===== src/rtl/sd_spi_pkg.sv =====
// Shared types and constants for the SPI-mode SD host: FSM states,
// command codes, token values and CRC generator polynomials.
package sd_spi_pkg;

    typedef enum logic [3:0] {
        ST_IDLE,
        ST_CMD,
        ST_RESP,
        ST_GAP,
        ST_TX,
        ST_DRESP,
        ST_BUSY,
        ST_RD_TOK,
        ST_RD_DATA,
        ST_FIN
    } state_t;

    localparam logic [5:0]  CMD_READ   = 6'd17;
    localparam logic [5:0]  CMD_WRITE  = 6'd24;
    localparam logic [7:0]  TOKEN      = 8'hFE;
    localparam logic [7:0]  DRESP_OK   = 8'h05;

    // Generator polynomials without the implicit top term.
    localparam logic [6:0]  CRC7_POLY  = 7'h09;    // x^7 + x^3 + 1
    localparam logic [15:0] CRC16_POLY = 16'h1021; // x^16 + x^12 + x^5 + 1

endpackage


===== src/rtl/sd_crc_serial.sv =====
// Bit-serial MSB-first CRC with zero initial value; clr restarts the
// remainder, en folds din into it on the rising edge.
module sd_crc_serial #(
    parameter int               WIDTH = 7,
    parameter logic [WIDTH-1:0] POLY  = 'h09
) (
    input  logic             clk,
    input  logic             rst_n,
    input  logic             clr,
    input  logic             en,
    input  logic             din,
    output logic [WIDTH-1:0] crc
);

    logic fb;

    assign fb = din ^ crc[WIDTH-1];

    // NOTE: sequential state is updated with <= so every register samples
    // the pre-edge values, independent of statement order.
    always_ff @(posedge clk) begin
        if (!rst_n || clr) begin
            crc <= '0;
        end else if (en) begin
            crc <= {crc[WIDTH-2:0], 1'b0} ^ (POLY & {WIDTH{fb}});
        end
    end

endmodule


===== src/rtl/sd_spi_host.sv =====
// SPI-mode SD initiator: turns a single-block read/write request into a
// CMD17/CMD24 bit-serial exchange and reports data or an error flag.
module sd_spi_host
    import sd_spi_pkg::*;
#(
    parameter int TIMEOUT = 1023,
    parameter int GAP     = 8
) (
    input  logic        clk,
    input  logic        rst_n,
    input  logic        in_valid,
    input  logic        op,
    input  logic [31:0] addr,
    input  logic [63:0] wdata,
    output logic        busy,
    output logic        done,
    output logic        err,
    output logic [63:0] rdata,
    output logic        MOSI,
    input  logic        MISO
);

    localparam logic [9:0] TOUT_LAST = 10'(TIMEOUT - 1);
    localparam logic [6:0] GAP_LAST  = 7'(GAP - 1);

    state_t      state, state_nx;
    logic        op_q;
    logic [31:0] addr_q;
    logic [63:0] wdata_q;
    logic [6:0]  cnt;
    logic [9:0]  tcnt;
    logic [6:0]  rx_byte;
    logic [63:0] data_sr;
    logic [14:0] crc_sr;
    logic [6:0]  crc7;
    logic [15:0] crc16;

    logic [39:0] frame;
    logic [7:0]  rx_next;
    logic        accept, cnt_en, rx_shift, waiting, set_err, rd_ok;
    logic        crc7_en, crc16_en, crc16_din;

    assign accept  = (state == ST_IDLE) && in_valid;
    assign frame   = {2'b01, (op_q ? CMD_WRITE : CMD_READ), addr_q};
    assign rx_next = {rx_byte, MISO};
    assign busy    = (state != ST_IDLE) && (state != ST_FIN);
    assign done    = (state == ST_FIN);

    sd_crc_serial #(.WIDTH(7), .POLY(CRC7_POLY)) u_crc7 (
        .clk(clk), .rst_n(rst_n), .clr(state == ST_IDLE),
        .en(crc7_en), .din(MOSI), .crc(crc7)
    );

    sd_crc_serial #(.WIDTH(16), .POLY(CRC16_POLY)) u_crc16 (
        .clk(clk), .rst_n(rst_n), .clr(state == ST_IDLE),
        .en(crc16_en), .din(crc16_din), .crc(crc16)
    );

    always_ff @(posedge clk) begin
        if (!rst_n) state <= ST_IDLE;
        else        state <= state_nx;
    end

    // NOTE: every signal driven here gets a default first, so no path
    // through the case leaves a value unassigned and no latch is inferred.
    always_comb begin
        state_nx  = state;
        MOSI      = 1'b1;
        cnt_en    = 1'b0;
        rx_shift  = 1'b0;
        waiting   = 1'b0;
        set_err   = 1'b0;
        rd_ok     = 1'b0;
        crc7_en   = 1'b0;
        crc16_en  = 1'b0;
        crc16_din = MISO;
        case (state)
            ST_IDLE: if (in_valid) state_nx = ST_CMD;
            ST_CMD: begin
                cnt_en = 1'b1;
                if (cnt < 7'd40) begin
                    MOSI    = frame[6'(7'd39 - cnt)];
                    crc7_en = 1'b1;
                end else if (cnt < 7'd47) begin
                    MOSI = crc7[3'(7'd46 - cnt)];
                end
                if (cnt == 7'd47) state_nx = ST_RESP;
            end
            ST_RESP, ST_DRESP: begin
                rx_shift = (cnt != 7'd0) || !MISO;
                waiting  = !rx_shift;
                cnt_en   = rx_shift;
                if (rx_shift && cnt == 7'd7) begin
                    if (state == ST_RESP) begin
                        if (rx_next != 8'h00) begin
                            set_err  = 1'b1;
                            state_nx = ST_FIN;
                        end else begin
                            state_nx = op_q ? ST_GAP : ST_RD_TOK;
                        end
                    end else if (rx_next != DRESP_OK) begin
                        set_err  = 1'b1;
                        state_nx = ST_FIN;
                    end else begin
                        state_nx = ST_BUSY;
                    end
                end
            end
            ST_GAP: begin
                cnt_en = 1'b1;
                if (cnt == GAP_LAST) state_nx = ST_TX;
            end
            ST_TX: begin
                cnt_en = 1'b1;
                if (cnt < 7'd8) begin
                    MOSI = TOKEN[3'(7'd7 - cnt)];
                end else if (cnt < 7'd72) begin
                    MOSI      = wdata_q[6'(7'd71 - cnt)];
                    crc16_en  = 1'b1;
                    crc16_din = wdata_q[6'(7'd71 - cnt)];
                end else begin
                    MOSI = crc16[4'(7'd87 - cnt)];
                end
                if (cnt == 7'd87) state_nx = ST_DRESP;
            end
            ST_BUSY: begin
                waiting = !MISO;
                if (MISO) state_nx = ST_FIN;
            end
            // The token's only 0 bit is its last one, so that 0 ends it; the
            // preceding seven samples taken in this state must all be 1.
            ST_RD_TOK: begin
                rx_shift = 1'b1;
                waiting  = MISO;
                if (!MISO) begin
                    if (rx_next != TOKEN) begin
                        set_err  = 1'b1;
                        state_nx = ST_FIN;
                    end else begin
                        state_nx = ST_RD_DATA;
                    end
                end
            end
            ST_RD_DATA: begin
                cnt_en   = 1'b1;
                crc16_en = (cnt < 7'd64);
                if (cnt == 7'd79) begin
                    state_nx = ST_FIN;
                    if ({crc_sr, MISO} != crc16) set_err = 1'b1;
                    else                         rd_ok   = 1'b1;
                end
            end
            ST_FIN:  state_nx = ST_IDLE;
            default: state_nx = ST_IDLE;
        endcase
        if (waiting && tcnt == TOUT_LAST) begin
            set_err  = 1'b1;
            state_nx = ST_FIN;
        end
    end

    always_ff @(posedge clk) begin
        if (!rst_n) begin
            cnt     <= '0;
            tcnt    <= '0;
            rx_byte <= '0;
            err     <= 1'b0;
            rdata   <= '0;
        end else begin
            if (state_nx != state) begin
                cnt     <= '0;
                tcnt    <= '0;
                rx_byte <= '0;
            end else begin
                if (cnt_en)   cnt     <= cnt + 7'd1;
                if (waiting)  tcnt    <= tcnt + 10'd1;
                if (rx_shift) rx_byte <= rx_next[6:0];
            end
            if (accept) begin
                err   <= 1'b0;
                rdata <= '0;
            end
            if (set_err) err   <= 1'b1;
            if (rd_ok)   rdata <= data_sr;
        end
    end

    // NOTE: pure datapath registers carry no reset; each is written before
    // it is read in every transaction, so reset would only add fan-out.
    always_ff @(posedge clk) begin
        if (accept) begin
            op_q    <= op;
            addr_q  <= addr;
            wdata_q <= wdata;
        end
        if (state == ST_RD_DATA) begin
            if (cnt < 7'd64) data_sr <= {data_sr[62:0], MISO};
            else             crc_sr  <= {crc_sr[13:0], MISO};
        end
    end

endmodule


===== config.mk =====
export PLATFORM = sky130hd
export DESIGN_NAME = sd_spi_host
export DESIGN_NICKNAME = d
export VERILOG_FILES = /design/src/rtl/sd_spi_pkg.sv /design/src/rtl/sd_crc_serial.sv /design/src/rtl/sd_spi_host.sv
export SDC_FILE = /design/constraint.sdc
export NUM_CORES = 1
export LEC_CHECK = 0
export CORE_UTILIZATION = 30
export DETAILED_ROUTE_END_ITERATION = 12
export HOLD_SLACK_MARGIN = 0.03
export SLEW_MARGIN = 15
export SYNTH_ARGS = -nofsm -noshare
export SYNTH_HDL_FRONTEND = slang
export SYNTH_SLANG_ARGS = --single-unit

===== constraint.sdc =====
create_clock -name clk -period 14.3 [get_ports clk]
set_clock_uncertainty 0.1 [all_clocks]
set_input_delay 4.29 -clock clk [delete_from_list [all_inputs] [get_ports clk]]
set_output_delay 4.29 -clock clk [all_outputs]
set_load 0.02 [all_outputs]

## Word level (Yosys, flattened, before mapping)

Memory sizes are Yosys's and may differ from the RTL's.
Cells that the tools add are included.

| operators by class | value |
|---|---|
| add/subtract/negate cells | 7 |
| magnitude comparators | 10 |
| equality and inequality tests | 19 |
| muxes and demuxes | 58 |
| bitwise operators | 6 |
| reductions and logical operators | 20 |

Operators by type and width:

| cell | number |
|---|---|
| 2-to-1 mux 64 bit | 2 |
| 2-to-1 mux 4 bit | 13 |
| case mux 4 bit (8 select lines) | 1 |
| 2-to-1 mux 1 bit | 31 |
| == test 4 x 3 -> 1 bit (second input constant) | 4 |
| != test 16 bit | 1 |
| bitwise XOR 16 x 13 -> 16 bit | 1 |
| == test 7 bit (second input constant) | 2 |
| less-than comparator 6 x 7 -> 1 bit (second input constant) | 2 |
| less-than comparator 7 x 6 -> 1 bit (second input constant) | 2 |
| less-than comparator 7 bit (second input constant) | 2 |
| binary-select mux 1 bit (select 6 bit) | 2 |
| adder 10 x 1 -> 10 bit (second input constant) | 1 |
| == test 10 bit (second input constant) | 1 |
| == test 4 x 2 -> 1 bit (second input constant) | 2 |
| == test 4 bit (second input constant) | 2 |
| less-than comparator 3 x 4 -> 1 bit (second input constant) | 2 |
| != test 8 x 3 -> 1 bit (second input constant) | 1 |
| != test 8 bit (second input constant) | 1 |
| case mux 1 bit (2 select lines) | 4 |
| nonzero test 8 bit | 1 |
| adder 7 x 1 -> 7 bit (second input constant) | 1 |
| == test 7 x 3 -> 1 bit (second input constant) | 1 |
| == test 7 x 6 -> 1 bit (second input constant) | 1 |
| other kinds (26) | 39 |

| storage, ports and cells | value |
|---|---|
| register bits | 292 |
| ROM bits | 8 |
| input bits | 101 |
| output and inout port bits | 68 |
| word-level logic and storage cells | 134 |
| memories | 1 |

Memories:

| memory | words | width | read ports | clocked after Yosys merged registers in | write ports | line | RTL |
|---|---|---|---|---|---|---|---|
| (name not given) | 8 | 1 | 1 | 0 | 0 | sd_spi_host.sv:116 | `MOSI = TOKEN[3'(7'd7 - cnt)];` |

## Depth between registers and ports, before layout

| depth | value |
|---|---|
| depth in word-level cells | 8 |
| gate-level depth with buffers | 13 |
| gate-level depth less buffers | 9 |

## Cells and area by module

Synthesis repeated with hierarchy kept, for this count alone.

| unflattened totals | value |
|---|---|
| cells, all modules | 904 |
| area, all modules | 11790.1 µm² |

By module, submodules not included:

| module | instances | cells each | area each (µm²) | seq. area each (µm²) |
|---|---|---|---|---|
| sd_spi_host | 1 | 816 | 10860.4 | 7146.9 |
| sd_crc_serial (u_crc16) | 1 | 60 | 631.9 | 320.3 |
| sd_crc_serial (u_crc7) | 1 | 28 | 297.8 | 140.1 |

## Worst setup path before layout

No wires, ideal clock.

| path | value |
|---|---|
| kind | reg2out |
| start | reg cnt[3] |
| end | out MOSI |
| data arrival time | 3.246 ns |
| required time | 9.910 ns |
| path slack | 6.664 ns |
| cell stages (with the launch flop) | 12 |
| buffers on the path | 3 |
| path through | dfxtp_1 > clkbuf_1 > buf_2 > clkinv_1 > ha_1 > clkbuf_1 > mux4_2 > a21oi_1 > a311oi_1 > or4_1 > a22oi_1 > nand2_1 |

| on the way | value |
|---|---|
| cells in the longest elaborated chain, start to end | 6 |
| elaborated cells on any way between the ends | 18 |
| classes of those cells | add/sub: 3; order compare: 4; mux: 11 |

Ends and longest elaborated chain:

| what | line | RTL |
|---|---|---|
| start, declared | sd_spi_host.sv:30 | `logic [6:0] cnt;` |
| start signal, assigned | sd_spi_host.sv:175 | `if (cnt_en) cnt <= cnt + 7'd1;` |
| subtractor 3 x 6 -> 6 bit or subtractor 3 x 4 -> 4 bit (tied branches) | sd_spi_host.sv:118, sd_spi_host.sv:122 |  |
| binary-select mux 1 bit (select 6 bit) or binary-select mux 1 bit (select 4 bit) (tied branches) | sd_spi_host.sv:118, sd_spi_host.sv:122 |  |
| 2-to-1 mux 1 bit (on tied branches) | sd_spi_host.sv:118, sd_spi_host.sv:122 |  |
| 2-to-1 mux 1 bit | sd_spi_host.sv:117 | `end else if (cnt < 7'd72) begin` |
| 2-to-1 mux 1 bit | sd_spi_host.sv:115 | `if (cnt < 7'd8) begin` |
| case mux 1 bit (2 select lines) * | sd_spi_host.sv:77 | `case (state)` |
| end, declared | sd_spi_host.sv:19 | `output logic MOSI,` |

Mark *: on every way between the ends. The rest lies on a longest branch, timed or not. The select of a mux whose other input is x is not followed.

## Final worst setup path

Same ends and word-level chain as after synthesis.

==> impl_metrics.env <==
export IMPL_die_height_um=201
export IMPL_net_count_after_synthesis=1044
export IMPL_cap_viol_max_count=0
export IMPL_worstSetupEndpointType="output port"
export IMPL_num_nets_final=1196
export IMPL_critPathSlowestCell="ha_1"
export IMPL_cts_buffers_inserted=34
export IMPL_critPathKind="flip-flop to output port"
export IMPL_yosys_area_top_type="edfxtp_1"
export IMPL_min_clock_period_post_route_ns=8.69
export IMPL_cts_tree="built"
export IMPL_synthCells=935
export IMPL_critPathLaunchType="flip-flop"
export IMPL_ctsHoldBuffers=0
export IMPL_synthDominantCellAreaShare_pct=44.6
export IMPL_clk_pin_slew_ns=0.06
export IMPL_drt_wl_total_um=26500
export IMPL_ys_async_sr_fraction_pct=0
export IMPL_routed_via_count=7933
export IMPL_first_pass_grt_wire_length_um=42700
export IMPL_start_util_pct=30.5
export IMPL_groute_usage_overall_pct=13.1
export IMPL_cp_max_fo=28
export IMPL_insertion_delay_ns=0.50
export IMPL_route_detailed_vias_per_inst=4.87
export IMPL_slew_limit_fails=0
export IMPL_ys_ff_latch=292
export IMPL_pin_count=169
export IMPL_timing_hold_violations_final=0
export IMPL_grt_overflow_total=0
export IMPL_worstPathRequired_ns=9.91
export IMPL_layout_drive_gt1_share_pct=11.6
export IMPL_drt_pass1_iter_count=5
export IMPL_synth_area_leaders="edfxtp_1 (45%), dfxtp_1 (20%), mux4_2 (5.1%)"
export IMPL_die_width_um=201
export IMPL_route_antenna_remaining_nets=0
export IMPL_max_clock_freq_mhz=115
export IMPL_cp_cell_sequence="buf_4 -> clkinv_1 -> ha_1 -> mux4_2 -> a21oi_1 -> a311oi_1 -> or4_1 -> a22oi_1 -> nand2_1 -> clkdlybuf4s50_1"
export IMPL_cts_post_setup_buffers_inserted=0
export IMPL_power_uw=1820
export IMPL_synth_sequential_area_ratio_pct=64.2
export IMPL_io_buffer_count=168
export IMPL_postSynth_topFlopCell="edfxtp_1"
export IMPL_core_area_um2=38800
export IMPL_drt_iter0_drc=516
export IMPL_synth_warning_count=0
export IMPL_synth_edf_count=176
export IMPL_setup_tns_final_ns=0
export IMPL_tritoncts_num_sinks=292
export IMPL_globalplace_congestion=0.803
export IMPL_static_leakage_power_uw=0.00476
export IMPL_root_buffer="clkbuf_16"
export IMPL_setup_violations=0
export IMPL_grt_antenna_before_repair=0
export IMPL_design_die_area_um2=40300
export IMPL_vdd_ir_drop_max_mv=0.0727
export IMPL_unrepaired_setup_endpoints_after_global_routing="false"
export IMPL_cell_row_count=72
export IMPL_post_cts_resize_count=0
export IMPL_power_per_cell_area_nw_per_um2=121
export IMPL_post_drt_wl_per_cell_um=16.2
export IMPL_worst_endpoint_arrival_ns=4.30
export IMPL_min_path_type="flip-flop to flip-flop"
export IMPL_run_status="completed"
export IMPL_cts_htree_levels=2
export IMPL_clk_path_buf_depth=3
export IMPL_antenna_diode_count=0
export IMPL_worst_pin_slew_ns=1.11
export IMPL_avgSynthCellArea_um2=12.7
export IMPL_post_synth_num_cell_types=69
export IMPL_period_share_pct=60.8
export IMPL_critical_path_max_stage_delay_ns=0.60
export IMPL_areaGrowthSynthToFinish_pct=27.1
export IMPL_mappedNetlistArea_um2=11800
export IMPL_maxSlewHeadroom_pct=26.0
export IMPL_first_global_vias=7773
export IMPL_dp_final_hpwl_um=17400
export IMPL_drc=0
export IMPL_pin_count_of_the_biggest_net_entering_global_routing=87
routing by layer:
| metal | track usage, % | share of wire [%] | vias to the layer above |
|---|---|---|---|
| met2 | 20.1 | 45 | 259 |
| met1 | 18.7 | 47 | 3845 |
| met5 | 0 | 0 | - |
| met4 | 3.79 | 2.0 | 0 |
| met3 | 2.74 | 5.6 | 40 |
| li1 | - | - | 3789 |
cell usage after synthesis (6+ instances only):
cell type  count
edfxtp_1     176
dfxtp_1      116
nand2_1      113
a21oi_1       86
nand3_1       79
clkbuf_1      37
nor2_1        35
xnor2_1       30
mux4_2        27
mux2i_1       23
nor4_2        18
inv_1         15
buf_1         13
o21ai_0       11
nand4_1        9
ha_1           8
nor4_1         8
a31oi_1        7
nor3_1         7
o22ai_1        7
buf_2          6
xor2_1         6
worst max-delay path, delay by kind of cell (launching register included):
| kind | cells | cell delay (ns) |
|---|---|---|
| flip-flops | 1 | 0.31 |
| buffers and inverters | 3 | 1.26 |
| AND/OR/NAND/NOR | 2 | 0.72 |
| AO/OA/AOI/OAI | 3 | 0.52 |
| adder cells (fa/ha/maj) | 1 | 0.60 |
| multiplexers | 1 | 0.35 |
layout by cell type, fill, tap and decap left out, types with 8 or more instances in the layout:
master / Yosys / routed
a21oi_1: 86 / 86
buf_4: 3 / 10
clkbuf_16: 0 / 35
clkdlybuf4s50_1: 0 / 168
clkinv_2: 0 / 11
dfxtp_1: 116 / 116
edfxtp_1: 176 / 176
ha_1: 8 / 8
inv_1: 15 / 14
mux2i_1: 23 / 23
mux4_2: 27 / 27
nand2_1: 113 / 112
nand3_1: 79 / 78
nand4_1: 9 / 9
nor2_1: 35 / 34
nor4_1: 8 / 8
nor4_2: 18 / 18
o21ai_0: 11 / 11
xnor2_1: 30 / 30
registers in the layout, summed over array words and instances, names as in the netlist:
| name | cells |
|---|---|
| op_q | 1 |
| addr_q | 32 |
| data_sr | 64 |
| u_crc16.crc | 16 |
| tcnt | 10 |
| err | 1 |
| rdata | 64 |
| wdata_q | 64 |
| cnt | 7 |
| state | 4 |
| u_crc7.crc | 7 |
| crc_sr | 15 |
| rx_byte | 7 |
final cells by class:
type | instances | area [um^2]
clock buffer | 41 | 908
tap | 518 | 648
multi-input combinational | 563 | 3930
clock inverter | 20 | 140
inverter | 18 | 68.8
fill | 3715 | 23800
timing repair buffer | 178 | 1760
sequential | 292 | 7610
power breakdown:
part	total, uW	internal [uW]	switching (uW)
Combinational	92.3	43.1	49.2
Sequential	917	911	6.57
Clock	810	475	335
Total	1820	1430	391
cell families (layout without fill, tap and decap cells):
group	after synthesis	count (layout)	synth area share (%)
flip-flops	292	292	64.2
multiplexers	52	52	7.27
AO/OA/AOI/OAI	149	149	7.61
AND/OR/NAND/NOR	317	317	14.3
adder cells (fa/ha/maj)	8	8	0.845
buffers and inverters	80	257	2.88
XOR/XNOR	37	37	2.86
stage by stage:
step                      utilization (%)  instance area [um^2]  std cells  worst slack [ns]  hold slack [ns]
after floorplan                         -                 11800        935              6.66            0.326
after global placement               36.1                 14000       1569              6.16            0.330
after detailed placement             36.1                 14000       1569              6.09            0.333
after CTS                            38.8                 15000       1630              5.56            0.347
after global routing                 38.8                 15100       1630              5.33            0.355
final                                38.8                 15100       1630              5.61            0.349
path summary, 6_finish.rpt:
kind | slack [ns] | startpoint | cells after the start | endpoint
worst max-delay path | 5.61 | cnt[3] | 10 | MOSI
worst min-delay path | 0.35 | data_sr[2] | 0 | data_sr[3]
worst max register to register | 10.42 | state[3] | 8 | tcnt[9]
worst min register to register | 0.35 | data_sr[2] | 0 | data_sr[3]
No activity file was read; power rests on OpenSTA's default activity.
